[config.mk]
export PLATFORM = sky130hd
export DESIGN_NAME = gem_csc_slope_lut_loader
export DESIGN_NICKNAME = d
export VERILOG_FILES = /design/src/rtl/gem_csc_lut_pkg.sv /design/src/rtl/gem_csc_lut_ram.sv /design/src/rtl/gem_csc_slope_lut_loader.sv
export SDC_FILE = /design/constraint.sdc
export NUM_CORES = 2
export LEC_CHECK = 0
export CAP_MARGIN = 20
export CORE_ASPECT_RATIO = 0.5
export CORE_UTILIZATION = 57
export DETAILED_ROUTE_END_ITERATION = 8
export PLACE_DENSITY = 0.73
export SLEW_MARGIN = 40
export SYNTH_ARGS = -nofsm -noshare
export SYNTH_HDL_FRONTEND = slang
export SYNTH_HIERARCHICAL = 1
export SYNTH_SLANG_ARGS = --single-unit
[constraint.sdc]
create_clock -name clock -period 6.27 [get_ports clock]
set_clock_uncertainty 0.1 [all_clocks]
set_input_delay 1.5675 -clock clock [delete_from_list [all_inputs] [get_ports clock]]
set_output_delay 1.5675 -clock clock [all_outputs]
set_load 0.005 [all_outputs]
[src/rtl/gem_csc_lut_pkg.sv]
// Shared constants, address field positions and FSM encoding for the GEM-CSC slope LUT.
// GEM_SLOPE_LUT_PARITY_EN adds one even-parity bit to every stored word.
package gem_csc_lut_pkg;

  localparam int DEPTH = 128;
  localparam int ADR_W = 7;
  localparam int DAT_W = 8;

  localparam int ME1A     = 6;
  localparam int EVEN     = 5;
  localparam int LAYER    = 4;
  localparam int BEND_MSB = 3;
  localparam int BEND_LSB = 0;

`ifdef GEM_SLOPE_LUT_PARITY_EN
  localparam int PAR_W = 1;
`else
  localparam int PAR_W = 0;
`endif

  typedef enum logic [2:0] {
    ST_INIT  = 3'd0,
    ST_IDLE  = 3'd1,
    ST_WRITE = 3'd2,
    ST_READ  = 3'd3,
    ST_ACK   = 3'd4
  } lut_state_t;

  function automatic logic even_par(input logic [DAT_W-1:0] d);
    return ^d;
  endfunction

endpackage

[src/rtl/gem_csc_lut_ram.sv]
// Slope LUT storage: one write port and three read-first registered read ports.
// Lookup ports return zero while rd_en is low so nothing stale leaks out during init.
module gem_csc_lut_ram #(
  parameter int ADR_W  = 7,
  parameter int DAT_W  = 8,
  parameter int WORD_W = 8,
  parameter int DEPTH  = 128
) (
  input  logic              clock,
  input  logic              rst_n,
  input  logic              we,
  input  logic [ADR_W-1:0]  wadr,
  input  logic [WORD_W-1:0] wword,
  input  logic              rd_en,
  input  logic [ADR_W-1:0]  lk0_adr,
  input  logic [ADR_W-1:0]  lk1_adr,
  output logic [WORD_W-1:0] lk0_word,
  output logic [WORD_W-1:0] lk1_word,
  input  logic              vme_re,
  input  logic [ADR_W-1:0]  vme_adr,
  output logic [DAT_W-1:0]  vme_data
);

  logic [WORD_W-1:0] mem [DEPTH];

  always_ff @(posedge clock) begin
    if (we) mem[wadr] <= wword;
  end

  // Non-blocking reads of mem give read-first behaviour against a same-cycle write.
  always_ff @(posedge clock or negedge rst_n) begin
    if (!rst_n) begin
      lk0_word <= '0;
      lk1_word <= '0;
      vme_data <= '0;
    end else begin
      lk0_word <= rd_en ? mem[lk0_adr] : '0;
      lk1_word <= rd_en ? mem[lk1_adr] : '0;
      if (vme_re) vme_data <= mem[vme_adr][DAT_W-1:0];
    end
  end

endmodule

[src/rtl/gem_csc_slope_lut_loader.sv]
// Runtime-loadable GEM-CSC slope offset table with VME 4-phase access and two CLCT lookups.
// Optional GEM_SLOPE_LUT_PARITY_EN: stored parity, sticky lookup parity error and capture.
module gem_csc_slope_lut_loader
  import gem_csc_lut_pkg::*;
#(
  parameter int MXADRB = 7,
  parameter int MXDATB = 8,
  parameter int DEPTH  = 128
) (
  input  logic              clock,
  input  logic              global_reset_n,
  input  logic              vme_wr_req,
  input  logic              vme_rd_req,
  input  logic [MXADRB-1:0] vme_adr,
  input  logic [MXDATB-1:0] vme_wdata,
  output logic [MXDATB-1:0] vme_rdata,
  output logic              vme_ack,
  input  logic              clr_req,
  output logic              lut_ready,
  input  logic [MXADRB-1:0] lk0_adr,
  input  logic [MXADRB-1:0] lk1_adr,
  output logic [MXDATB-1:0] lk0_data,
  output logic [MXDATB-1:0] lk1_data,
  output logic              parity_err,
  output logic [MXADRB-1:0] parity_err_adr,
  input  logic              par_inject
);

  localparam int WORD_W = MXDATB + PAR_W;
  localparam logic [MXADRB-1:0] LAST_ADR = MXADRB'(DEPTH - 1);

  lut_state_t        state, state_next;
  logic [MXADRB-1:0] init_cnt;
  logic [MXADRB-1:0] adr_q;
  logic [MXDATB-1:0] wdata_q;
  logic              ack_next;
  logic              any_req;
  logic              ram_we;
  logic              vme_re;
  logic [MXADRB-1:0] ram_wadr;
  logic [MXDATB-1:0] ram_wdata;
  logic [WORD_W-1:0] ram_wword;
  logic [WORD_W-1:0] lk0_word, lk1_word;

  assign any_req   = vme_wr_req | vme_rd_req;
  assign lut_ready = (state != ST_INIT);

  always_ff @(posedge clock or negedge global_reset_n) begin
    if (!global_reset_n) begin
      state    <= ST_INIT;
      init_cnt <= '0;
      adr_q    <= '0;
      wdata_q  <= '0;
      vme_ack  <= 1'b0;
    end else begin
      state   <= state_next;
      vme_ack <= ack_next;
      if (state == ST_INIT) init_cnt <= init_cnt + 1'b1;
      else if (state == ST_IDLE && clr_req) init_cnt <= '0;
      if (state == ST_IDLE) begin
        adr_q   <= vme_adr;
        wdata_q <= vme_wdata;
      end
    end
  end

  // Requests in IDLE are latched into adr_q/wdata_q on the same edge that leaves IDLE.
  always_comb begin
    state_next = state;
    ram_we     = 1'b0;
    ram_wadr   = adr_q;
    ram_wdata  = wdata_q;
    vme_re     = 1'b0;
    ack_next   = 1'b0;
    case (state)
      ST_INIT: begin
        ram_we    = 1'b1;
        ram_wadr  = init_cnt;
        ram_wdata = '0;
        if (init_cnt == LAST_ADR) state_next = ST_IDLE;
      end
      ST_IDLE: begin
        if (clr_req)         state_next = ST_INIT;
        else if (vme_wr_req) state_next = ST_WRITE;
        else if (vme_rd_req) state_next = ST_READ;
      end
      ST_WRITE: begin
        ram_we     = 1'b1;
        ack_next   = any_req;
        state_next = ST_ACK;
      end
      ST_READ: begin
        vme_re     = 1'b1;
        ack_next   = any_req;
        state_next = ST_ACK;
      end
      ST_ACK: begin
        if (any_req) ack_next = 1'b1;
        else         state_next = ST_IDLE;
      end
      default: state_next = ST_INIT;
    endcase
  end

`ifdef GEM_SLOPE_LUT_PARITY_EN
  assign ram_wword = {even_par(ram_wdata) ^ (par_inject & (state == ST_WRITE)), ram_wdata};
`else
  logic unused_par_inject;
  assign unused_par_inject = par_inject;
  assign ram_wword = ram_wdata;
`endif

  gem_csc_lut_ram #(
    .ADR_W  (MXADRB),
    .DAT_W  (MXDATB),
    .WORD_W (WORD_W),
    .DEPTH  (DEPTH)
  ) u_ram (
    .clock    (clock),
    .rst_n    (global_reset_n),
    .we       (ram_we),
    .wadr     (ram_wadr),
    .wword    (ram_wword),
    .rd_en    (lut_ready),
    .lk0_adr  (lk0_adr),
    .lk1_adr  (lk1_adr),
    .lk0_word (lk0_word),
    .lk1_word (lk1_word),
    .vme_re   (vme_re),
    .vme_adr  (adr_q),
    .vme_data (vme_rdata)
  );

  assign lk0_data = lut_ready ? lk0_word[MXDATB-1:0] : '0;
  assign lk1_data = lut_ready ? lk1_word[MXDATB-1:0] : '0;

`ifdef GEM_SLOPE_LUT_PARITY_EN
  logic [MXADRB-1:0] lk0_adr_q, lk1_adr_q;

  // Words are checked the clock after they appear; only the first bad address is kept.
  always_ff @(posedge clock or negedge global_reset_n) begin
    if (!global_reset_n) begin
      lk0_adr_q      <= '0;
      lk1_adr_q      <= '0;
      parity_err     <= 1'b0;
      parity_err_adr <= '0;
    end else begin
      lk0_adr_q <= lk0_adr;
      lk1_adr_q <= lk1_adr;
      if (state == ST_INIT) begin
        parity_err     <= 1'b0;
        parity_err_adr <= '0;
      end else if (!parity_err) begin
        if (^lk0_word) begin
          parity_err     <= 1'b1;
          parity_err_adr <= lk0_adr_q;
        end else if (^lk1_word) begin
          parity_err     <= 1'b1;
          parity_err_adr <= lk1_adr_q;
        end
      end
    end
  end
`else
  assign parity_err     = 1'b0;
  assign parity_err_adr = '0;
`endif

endmodule

After elaboration in Yosys (flattened, before gate mapping)
Memory sizes are Yosys's and may differ from the RTL's. A register that Yosys moved wholly into a read port is not among the register bits.
Cells that the tools add are included.
{ "word_totals": {"n_memories": 1, "output_inout_bits": 34, "rom_bits": 0, "in_bits": 35, "reg_bits": 42, "mem_bits_rw": 1024, "word_cells": 46, "latch_bits": 0} }
{ "memory_table": {"columns": ["memory", "depth", "width", "read_ports", "rd_clocked_by_memory_dff", "wr", "line_no", "source"], "rows": [
  ["u_ram.mem", 128, 8, 3, 1, 1, "gem_csc_lut_ram.sv:24", "logic [WORD_W-1:0] mem [DEPTH];"]
]} }
{ "op_classes": {"add_sub_neg": 1, "multipliers": 0, "n_mux": 20, "bitwise_logic": 1, "shifts": 0, "div_mod_pow": 0, "n_eq_ne": 8, "n_lt_le_gt_ge": 0, "reduce_logical": 8} }
{ "ops": {"columns": ["cell", "n"], "rows": [
  ["8-bit two-way mux", 5],
  ["7-bit two-way mux", 3],
  ["3-bit two-way mux", 5],
  ["3-bit one-hot mux with 4 select lines", 1],
  ["7-bit by 1-bit adder with 7-bit output (second input constant)", 1],
  ["7-bit == test (second input constant)", 1],
  ["3-bit by 2-bit == test with 1-bit output (second input constant)", 2],
  ["1-bit two-way mux", 5],
  ["4-bit != test (second input constant)", 1],
  ["2-bit OR reduction", 2],
  ["3-bit by 1-bit == test with 1-bit output (second input constant)", 1],
  ["3-bit == test (second input constant)", 1],
  ["3-bit logical NOT", 1],
  ["3-bit AND reduction", 1],
  ["3-bit nonzero test", 1],
  ["2-bit by 1-bit != test with 1-bit output (second input constant)", 1],
  ["2-bit != test (second input constant)", 1],
  ["1-bit one-hot mux with 2 select lines", 1],
  ["2-bit nonzero test", 1],
  ["1-bit logical AND", 1],
  ["1-bit logical NOT", 1],
  ["1-bit bitwise OR", 1]
]} }

Depth between registers and ports, before layout
{ "depth": {"word_depth": 5, "ltp_mapped": 11, "ltp_nobuf": 8} }

Modules after synthesis
The synthesis kept the hierarchy.
{ "by_module_without_submodules": {"columns": ["module", "seq_area_each_um2", "area_per_inst_um2", "cells_per_inst", "instances"], "rows": [
  ["gem_csc_lut_ram", 31350.1, 56706.9, 3250, 1],
  ["gem_csc_slope_lut_loader", 650.6, 1436.4, 148, 1]
]} }

Worst setup path before layout
No wires, ideal clock.
{ "synth_timing": {"kind": "input port to flip-flop", "from": "input port lk0_adr[0]", "to": "register u_ram.lk0_word[0]", "path_slack_ns": 2.747, "path_buffers": 3, "setup_ns": 0.134, "arrival_ns": 3.289, "required_time_ns": 6.036, "stages": 8, "cell_sequence": "buf_2 buf_2 buf_4 mux4_2 a22oi_1 nand2_1 a211oi_1 o22ai_1"} }
{ "synth_between": {"elab_chain_cells": 2} }
{ "synth_rtl": {"columns": ["item", "line_no", "source"], "rows": [
  ["from (decl)", "gem_csc_slope_lut_loader.sv:20", "input logic [MXADRB-1:0] lk0_adr,"],
  ["memory 128 x 8 bit", null, null],
  ["8-bit two-way mux", "gem_csc_lut_ram.sv:37", "lk0_word <= rd_en ? mem[lk0_adr] : '0;"],
  ["to (signal assigned)", "gem_csc_lut_ram.sv:37", null],
  ["to (decl)", "gem_csc_lut_ram.sv:17", "output logic [WORD_W-1:0] lk0_word,"]
]} }
No other way between the ends.
A chain may end at the register's enable or synchronous reset.

Worst setup path after layout
{ "layout_timing": {"from": "register state[1]", "to": "output port lk0_data[0]"} }
{ "layout_between": {"elab_chain_cells": 2} }
{ "layout_rtl": {"columns": ["item", "line_no", "source"], "rows": [
  ["from (decl)", "gem_csc_slope_lut_loader.sv:32", "lut_state_t state, state_next;"],
  ["from (signal assigned)", "gem_csc_slope_lut_loader.sv:56", "state <= state_next;"],
  ["3-bit nonzero test", "gem_csc_slope_lut_loader.sv:46", "assign lut_ready = (state != ST_INIT);"],
  ["8-bit two-way mux", "gem_csc_slope_lut_loader.sv:134", "assign lk0_data = lut_ready ? lk0_word[MXDATB-1:0] : '0;"],
  ["to (decl)", "gem_csc_slope_lut_loader.sv:22", "output logic [MXDATB-1:0] lk0_data,"]
]} }
No other way between the ends.

==> flow_summary.rst <==
.. list-table::
   :header-rows: 1

   * - Metric
     - Value
   * - Slowest stage cell, crit path
     - sky130_fd_sc_hd__nor3_4
   * - WL/cell
     - 39.4 um
   * - Endpoint required time on the critical path
     - 4600 ps
   * - Final-layout setup total negative slack
     - 0 ps
   * - Syn Inst Count
     - 3398
   * - Hold-fix buffer count after cts
     - 0
   * - Global-route wire length before repair
     - 270000 um
   * - Signed area change from the synthesized netlist to the final layout
     - 9.47%
   * - Worst slew pin tran
     - 924 ps
   * - Worst R2R End
     - u_ram/mem[37][4]$_DFFE_PP_
   * - Cells on worst reg2reg path
     - 8
   * - Clock edge transition at the registers on the reported setup and hold paths
     - 60 ps
   * - Hold Startpoint
     - wdata_q[0]$_DFFE_PN0N_
   * - Routability-driven placement congestion ratio
     - 1.01
   * - Longest Clk Path Bufs
     - 3
   * - Area of the multi-input gates
     - 0.0247 mm2
   * - Die Height
     - 228 um
   * - Netlist area before placement
     - 0.0581 mm2
   * - Worst-Skew Late Latency
     - 720 ps
   * - Syn avg cell area
     - 17.1 um2
   * - Endpoint, Worst Hold
     - wdata_q[0]$_DFFE_PN0N_
   * - Final hold violation count
     - 0
   * - Fraction of the yosys area taken by sequential cells
     - 55.0%
   * - Portion of synthesized cell area occupied by the leading cell type
     - 52.9%
   * - Sequential Area
     - 0.0320 mm2
   * - Vias per Instance
     - 7.98
   * - Fillers
     - 6759
   * - Summed area of non-filler cells in the final layout
     - 0.0637 mm2
   * - Total routing resource utilization after global routing
     - 37.0%
   * - Count of unique library cells instantiated by Yosys
     - 59
   * - Max-slew headroom
     - 38.3%
   * - Pin count of the biggest net entering global routing
     - 101
   * - Launching element type of the critical path
     - register
   * - Cell row count
     - 82
   * - Post-DP HPWL
     - 124000 um
   * - Hold-critical path depth
     - 1
   * - Final ANT Viol Nets
     - 0
   * - Overall die area
     - 0.103 mm2
   * - Number of buffer and inverter instances along the worst setup path
     - 2
   * - Routed wire length
     - 190000 um
   * - Minimum hold slack
     - 407 ps
   * - Min-delay worst type
     - reg -> reg
   * - #FFs+latches synth
     - 1074
   * - Number of detailed-routing iterations run before antenna repair
     - 7
   * - Post-synth top area cell
     - sky130_fd_sc_hd__edfxtp_1
   * - Largest cells by area after synthesis
     - sky130_fd_sc_hd__edfxtp_1 53%, sky130_fd_sc_hd__mux4_2 27%, sky130_fd_sc_hd__a22oi_1 3.3%
   * - Floorplan core area
     - 0.101 mm2
   * - Fraction of registers with async set/reset
     - 4.66%
   * - Final count of negative-setup-slack endpoints
     - 0
   * - Number of sinks on the clock net
     - 1074
   * - Library cell used as clock root buffer
     - sky130_fd_sc_hd__clkbuf_16
   * - Total cell area at the placement stage
     - 0.0604 mm2
   * - Source of the worst register-to-register timing path
     - state[1]$_DFFE_PN0P_
   * - Total of cells resized after clock tree synthesis
     - 0
   * - EDFF count, synth
     - 1024
   * - Share of cells above drive strength 1
     - 33.1%
   * - Post-route DRC
     - 0
   * - CTS tree
     - done
   * - Net total in the final layout
     - 3429
   * - Count of warnings emitted by yosys
     - 6
   * - Final worst path period share
     - 74.6%
   * - Number of CTS-inserted buffers
     - 97
   * - I/O pin count
     - 69
   * - Cell chain of the critical path
     - nor3_4 > inv_2 > and2_1 > clkdlybuf4s50_1
   * - Unrepaired setup endpoints after global routing
     - false
   * - Effective utilization at floorplan
     - 57.8%
   * - Die width
     - 454 um
   * - Leakage power of the design
     - 20.3 nW
   * - Sort of element at the end of the critical path
     - output port
   * - H-tree depth reported by CTS
     - 3
   * - Status
     - completed
   * - Iteration-0 DRC Markers
     - 7282
   * - Final Max Slew Viols
     - 0
   * - Buffers inserted during post-CTS setup optimization
     - 0
   * - Number of antenna violations at the first check in global routing
     - 6
   * - Final Critical Period
     - 4680 ps
   * - Total via count after detailed routing
     - 38500
   * - Global route overflow
     - 0
   * - Reg2Reg Setup Slack
     - 1770 ps
   * - Number of global-route vias before repair
     - 37000
   * - Maximum fanout count along the critical path
     - 41
   * - Kind of cell adding the most delay to the critical path
     - buffers and inverters
   * - Total power divided by cell area
     - 407 mW/mm2
   * - Arrival time at the worst endpoint
     - 3010 ps
   * - Max frequency
     - 214 MHz
   * - Worst vdd ir
     - 0.351 mV
   * - Max_cap viols
     - 0
   * - WS Path Type
     - reg -> out
   * - Stage delay of the slowest cell on the critical path
     - 550 ps
   * - Main flop type after synthesis
     - sky130_fd_sc_hd__edfxtp_1
   * - PortBufs
     - 59
==> cell families after synthesis <==
logic type,share of synthesized area (%)
AO/OA/AOI/OAI,7.71
XOR/XNOR,0.0151
adder cells (fa/ha/maj),0.0215
buffers and inverters,3.18
flip-flops,55.0
multiplexers,30.1
other,0.00645
AND/OR/NAND/NOR,3.97
==> flip-flops by register name (all words and copies together) (netlist names) <==
| name | cells |
|---|---|
| u_ram/mem | 1024 |
| u_ram/lk0_word | 8 |
| u_ram/lk1_word | 8 |
| u_ram/vme_data | 8 |
| wdata_q | 8 |
| adr_q | 7 |
| init_cnt | 7 |
| state | 3 |
| vme_ack | 1 |
==> power by group <==
group	internal, W	total [W]	switching, W
Combinational	0.00315	0.00973	0.00658
Sequential	0.00952	0.0101	0.000565
Clock	0.00335	0.00607	0.00272
Total	0.0160	0.0259	0.00986
==> metrics by stage <==
step	instances	utilization (%)	setup slack, ps	power [W]
2_1_floorplan	3405	-	2750	0.0158
3_3_place_gp	4634	59.7	1240	0.0190
3_5_place_dp	4636	60.0	1390	0.0194
4_1_cts	4813	63.1	1630	0.0254
5_1_grt	4818	63.2	1540	0.0263
6_report	4822	63.2	1590	0.0259
==> metal layers <==
metal | wire, um | vias to the layer above | GRT usage, %
met1 | 65100 | 19700 | 51.6
li1 | - | 14600 | -
met2 | 83800 | 3620 | 53.6
met3 | 33000 | 490 | 14.3
met4 | 8180 | 4 | 12.8
met5 | 25 | - | 0.506
==> cell usage in the layout (no fill, tap or decap), drive strengths merged, types with 34 or more instances in the layout <==
cell / n
edfxtp: 1024
clkinv: 35
nor2b: 39
buf: 147
a22o: 34
a22oi: 256
mux2: 35
a211oi: 45
mux2i: 143
clkdlybuf4s50: 54
mux4: 695
nand3: 35
clkbuf: 129
o22ai: 97
o221ai: 34
a21oi: 61
nand2: 187
dfrtp: 50
nor2: 157
==> worst max-delay path by stage <==
| stage | start | to | slack, ps | depth (start not counted) |
|---|---|---|---|---|
| 2_1_floorplan | lk0_adr[0] | u_ram/lk0_word[0]$_DFF_PN0_ | 2750 | 8 |
| 3_3_place_gp | lk1_adr[4] | u_ram/lk1_word[3]$_DFF_PN0_ | 1240 | 8 |
| 3_5_place_dp | lk1_adr[4] | u_ram/lk1_word[3]$_DFF_PN0_ | 1390 | 7 |
| 4_1_cts | state[1]$_DFFE_PN0P_ | lk1_data[0] | 1630 | 4 |
| 5_1_grt | state[1]$_DFFE_PN0P_ | lk1_data[0] | 1540 | 4 |
| 6_report | state[1]$_DFFE_PN0P_ | lk0_data[0] | 1590 | 4 |
==> cell type report <==
class,count,share of cell area (%)
Clock inverter,48,0.731
Sequential cell,1074,50.3
Tap cell,1344,2.64
Multi-Input combinational cell,2012,38.9
Clock buffer,129,4.18
Antenna cell,7,0.0275
Timing Repair Buffer,201,3.20
Inverter,7,0.0413
==> synthesized netlist by cell type, types with 35 or more instances <==
cell type	n
sky130_fd_sc_hd__a21oi_1	61
sky130_fd_sc_hd__a22oi_1	256
sky130_fd_sc_hd__buf_2	52
sky130_fd_sc_hd__buf_4	50
sky130_fd_sc_hd__buf_6	53
sky130_fd_sc_hd__clkbuf_1	128
sky130_fd_sc_hd__dfrtp_1	50
sky130_fd_sc_hd__edfxtp_1	1024
sky130_fd_sc_hd__mux2i_1	143
sky130_fd_sc_hd__mux4_2	695
sky130_fd_sc_hd__nand2_1	187
sky130_fd_sc_hd__nand3_1	35
sky130_fd_sc_hd__nor2_1	155
sky130_fd_sc_hd__nor2b_1	39
sky130_fd_sc_hd__o22ai_1	97
Note: power is estimated with default switching activity, not from simulation.
